File: src/rtl/cpu_pkg.sv
// Shared constants and state encoding for the 8-bit CPU.
// Fetch-side widths, opcode markers and fetch FSM states.
package cpu_pkg;

  localparam int AW = 8;
  localparam int DW = 8;

  localparam logic [7:0] HLT_OP = 8'h0F;
  localparam int TWO_BYTE_BIT = 7;

  typedef enum logic [2:0] {
    IDLE      = 3'd0,
    FETCH_OP  = 3'd1,
    FETCH_ARG = 3'd2,
    ISSUE     = 3'd3,
    HALT      = 3'd4
  } state_e;

endpackage

File: src/rtl/pc_reg.sv
// Program counter register for the fetch unit.
// Load wins over increment; arithmetic wraps modulo 2^AW.
module pc_reg #(
  parameter int AW = 8
) (
  input  logic          clk,
  input  logic          rst_n,
  input  logic          inc_i,
  input  logic          ld_i,
  input  logic [AW-1:0] ld_data_i,
  output logic [AW-1:0] pc_o
);

  logic [AW-1:0] pc_q;
  logic [AW-1:0] pc_d;

  // next PC: jump target first, then sequential step
  always_comb begin
    pc_d = pc_q;
    if (ld_i) begin
      pc_d = ld_data_i;
    end else if (inc_i) begin
      pc_d = pc_q + {{(AW-1){1'b0}}, 1'b1};
    end
  end

  // PC storage
  always_ff @(posedge clk or negedge rst_n) begin
    if (!rst_n) begin
      pc_q <= '0;
    end else begin
      pc_q <= pc_d;
    end
  end

  assign pc_o = pc_q;

endmodule

File: src/rtl/insn_fetch.sv
// Instruction fetch sequencer: reads 1/2-byte instructions
// and hands opcode+operand to the decoder over valid/ack.
module insn_fetch
  import cpu_pkg::*;
#(
  parameter int            AW           = cpu_pkg::AW,
  parameter int            DW           = cpu_pkg::DW,
  parameter logic [DW-1:0] HLT_OP       = cpu_pkg::HLT_OP,
  parameter int            TWO_BYTE_BIT = cpu_pkg::TWO_BYTE_BIT
) (
  input  logic          clk,
  input  logic          rst,
  input  logic          run,
  output logic [AW-1:0] mem_addr,
  output logic          mem_rd,
  input  logic          mem_rdy,
  input  logic [DW-1:0] mem_din,
  output logic          ins_valid,
  input  logic          ins_ack,
  output logic [DW-1:0] opcode,
  output logic [DW-1:0] operand,
  output logic          two_byte,
  input  logic          pc_load,
  input  logic [AW-1:0] pc_din,
  output logic [AW-1:0] pc,
  output logic          halted
);

  state_e        state_q, state_d;
  logic [DW-1:0] opc_q, opc_d;
  logic [DW-1:0] opr_q, opr_d;
  logic          pc_inc;
  logic          pc_ld;

  pc_reg #(.AW(AW)) u_pc (
    .clk       (clk),
    .rst_n     (rst),
    .inc_i     (pc_inc),
    .ld_i      (pc_ld),
    .ld_data_i (pc_din),
    .pc_o      (pc)
  );

  // next state, payload capture and PC control
  always_comb begin
    state_d = state_q;
    opc_d   = opc_q;
    opr_d   = opr_q;
    pc_inc  = 1'b0;
    pc_ld   = 1'b0;
    unique case (state_q)
      IDLE: begin
        if (pc_load) begin
          pc_ld = 1'b1;
        end else if (run) begin
          state_d = FETCH_OP;
        end
      end
      FETCH_OP: begin
        if (mem_rdy) begin
          opc_d  = mem_din;
          opr_d  = '0;
          pc_inc = 1'b1;
          state_d = mem_din[TWO_BYTE_BIT] ? FETCH_ARG : ISSUE;
        end
      end
      FETCH_ARG: begin
        if (mem_rdy) begin
          opr_d   = mem_din;
          pc_inc  = 1'b1;
          state_d = ISSUE;
        end
      end
      ISSUE: begin
        if (ins_ack) begin
          pc_ld = pc_load;
          if (opc_q == HLT_OP) begin
            state_d = HALT;
          end else if (run) begin
            state_d = FETCH_OP;
          end else begin
            state_d = IDLE;
          end
        end
      end
      HALT: begin
        if (!run) begin
          state_d = IDLE;
        end
      end
      default: state_d = IDLE;
    endcase
  end

  // state and instruction payload registers
  always_ff @(posedge clk or negedge rst) begin
    if (!rst) begin
      state_q <= IDLE;
      opc_q   <= '0;
      opr_q   <= '0;
    end else begin
      state_q <= state_d;
      opc_q   <= opc_d;
      opr_q   <= opr_d;
    end
  end

  assign mem_rd    = (state_q == FETCH_OP) ||
                     (state_q == FETCH_ARG);
  assign ins_valid = (state_q == ISSUE);
  assign halted    = (state_q == HALT);
  assign mem_addr  = pc;
  assign opcode    = opc_q;
  assign operand   = opr_q;
  assign two_byte  = opc_q[TWO_BYTE_BIT];

endmodule

File: config.mk
export PLATFORM = sky130hd
export DESIGN_NAME = insn_fetch
export DESIGN_NICKNAME = d
export VERILOG_FILES = /design/src/rtl/cpu_pkg.sv /design/src/rtl/pc_reg.sv /design/src/rtl/insn_fetch.sv
export SDC_FILE = /design/constraint.sdc
export NUM_CORES = 1
export LEC_CHECK = 0
export ABC_AREA = 1
export BUFFER_PORTS_ARGS = -buffer_cell sky130_fd_sc_hd__buf_4
export CELL_PAD_IN_SITES_DETAIL_PLACEMENT = 0
export CELL_PAD_IN_SITES_GLOBAL_PLACEMENT = 1
export CORE_MARGIN = 3
export CORE_UTILIZATION = 33
export DETAILED_ROUTE_END_ITERATION = 12
export GPL_TIMING_DRIVEN = 0
export PLACE_DENSITY_LB_ADDON = 0.1
export SLEW_MARGIN = 20
export SYNTH_ARGS = -nofsm -noshare
export SYNTH_HDL_FRONTEND = slang
export SYNTH_SLANG_ARGS = --single-unit
File: constraint.sdc
create_clock -name clk -period 1.8 [get_ports clk]
set_input_delay 0.36 -clock clk [delete_from_list [all_inputs] [get_ports clk]]
set_output_delay 0.36 -clock clk [all_outputs]
set_load 0.02 [all_outputs]
==> results.cfg <==
[clocking]
path_clk_slew_ns = 0.09
cts_hold_buf = 1
cts_sinks = 27
clockRootBuffer = clkbuf_8
cts_made_buffers = 3
cts_buffer_depth = 2
post_cts_buffers = 0
clock_latency_ns = 0.27
post_cts_resized = 0
htree_levels = 1
cts_tree = built

[cells_and_area]
mostFrequentLayoutCells = nand2_1, buf_4, dfrtp_1
syn2layout_area_growth_pct = 36.36
num_antenna_cells = 0
nets = 290
drive_gt1_share_pct = 30.45
final_area_um2 = 2046
layout_commonest_cell = nand2_1
fill_cells = 426

[global_routing]
track_usage_pct = 15.05
grt-ovfl-total = 0
first_global_vias = 1317
grt_pass1_wl_um = 6354
antenna_found_initial = 0
grt_max_degree = 28

[drt]
viasPerCell = 4.503
routed_wl_um = 3760
drt_iter0_markers = 46
wl_per_cell_um = 11.90
ant_nets = 0
drc = 0
num_vias = 1423
drtPass1Iterations = 4

[min_path]
holdPathEnd = opcode[4]
holdPathStages = 3
holdCritPathClass = input port to flop
min_from = mem_din[4]

[sta]
slew_headroom_pct = 74.13
report.final.slew_viol_count = 0
finalSetupTns_ns = 0
period_needed_ns = 1.632
rsz0062_at_grt = false
skew_ns = 0.002763
tightest_slew_ns = 0.3868
max_freq_mhz = 612.9
period_share_pct = 90.65
hold_violations = 0
final-setup-viol-count = 0
fin_ws_ns = 0.1684

[status]
status = completed

[setup_path]
crit_buf_inv = 2
startpoint_type = flop
end_kind = output port
crit_path_start = state_q[2]
worstSetupPathType = flop to output port
reg2reg_depth = 4
regToRegEndpoint = opcode[5]
crit_path_max_fanout = 8
slowest_delay_ns = 0.43
r2r-start = state_q[2]
arrival_ns = 1.27
crit_family = flip-flops
cp.required_ns = 1.44
r2r_slack_ns = 0.34
path_cells = inv_2 > nand3_1 > nand2_2 > buf_4
cpMaxStageDelayCell = dfrtp_1

[yosys]
synth_fp_nets = 227
ys_top_cells_by_area = dfrtp_1, nand2_1, o21ai_0
synth_area_um2 = 1500
synth_top_area_cell = dfrtp_1
synth-seq-area-share_pct = 45.04
syn_avg_cell_area_um2 = 7.354
synth-seq-cells = 27
post_synth_num_cell_types = 22
ys_warn_count = 0
yosysTopAreaCellShare_pct = 45.04
postSynthCellCount = 204

[power_and_ir_drop]
peakVddDrop_uv = 712.9
p_int_uw = 1982
p_leak_uw = 0.001143
powerDensity_nw_per_um2 = 1826
p_clk_share_pct = 9.4
switchingPower_uw = 1753
p_comb_share_pct = 58.5
swShare_pct = 46.93
pwr-share-seq_pct = 32.0

[floorplanning]
die_x_um = 73.43
die-area_um2 = 5391
coreArea_um2 = 4202
die_y_um = 73.43
initial_core_util_pct = 35.71
ios = 58
rows = 23

[placed_design]
preCtsSetupSlack_ns = 0.3563
hpwl_um = 2784
gp_congestion = 0.7410
io_buffers = 57
postPlaceCellArea_um2 = 1991

[flow_run]
drv_cap = 0
==> sequential cells by signal, summed over array words and instances, names as in the netlist <==
register / flops
opcode: 8
operand: 8
u_pc.pc_o: 8
state_q: 3
==> per-layer routing <==
metal	track usage, %	share of wire, %	up-vias
met5	0	0	-
met4	4.225	1.1	0
met3	2.736	6.9	5
met2	23.54	43	38
met1	21.29	48	633
li1	-	-	747
==> through the flow <==
| step | hold slack (ns) | cells | utilization [%] | total power (uW) |
|---|---|---|---|---|
| floorplan | 0.06441 | 204 | - | 2550 |
| global placement | 0.3038 | 311 | 47.38 | 3404 |
| detailed placement | 0.2996 | 311 | 47.38 | 3420 |
| CTS | 0.3512 | 316 | 48.69 | 3783 |
| global route | 0.3496 | 316 | 48.69 | 4084 |
| finish | 0.3544 | 316 | 48.69 | 3735 |
==> power groups by stage <==
stage	logic, uW	registers, uW	clock network [uW]
after global routing	2440	1250	387
after detailed placement	2220	1200	0
after CTS	2220	1200	366
after global placement	2200	1200	0
after floorplan	1110	1440	0
final	2190	1200	353
==> cell families after synthesis <==
group | share of synthesized area (%)
compound gates | 7.506
fa+ha+maj | 0.8339
xor+xnor | 1.752
flops | 45.04
buf+inv | 11.76
simple gates | 33.11
==> worst register-to-register path: stages (launching register included) <==
cell and delay (ns):
dfrtp_1 0.43, inv_2 0.15, nand4_1 0.31, buf_2 0.30
o21ai_0 0.19
==> how the worst max path moves through the flow <==
stage	to	slack (ns)	cells past startpoint
global placement	u_pc.pc_o[6]	0.36	8
CTS	mem_rd	0.16	4
finish	mem_rd	0.17	4
global route	mem_rd	0.08	4
detailed placement	u_pc.pc_o[6]	0.36	8
floorplan	u_pc.pc_o[6]	0.47	8
==> area by class of cell <==
class	instances	area (um^2)	share of cell area [%]
sequential	27	675.6	33.03
multi-input combinational	142	648.1	31.68
timing repair buffer	58	437.9	21.41
inverter	24	92.59	4.526
buffer	11	83.83	4.098
tap	50	62.56	3.058
clock buffer	4	45.04	2.202
==> synth_stat cells, drive strengths merged <==
cell / n
dfrtp: 27
xnor2: 3
o21ai: 18
nand2: 88
o211ai: 1
o21bai: 2
ha: 1
nand4: 2
inv: 24
nor2: 13
buf: 11
nand3: 13
nor3: 1
Power figures use the tool's default switching activity.
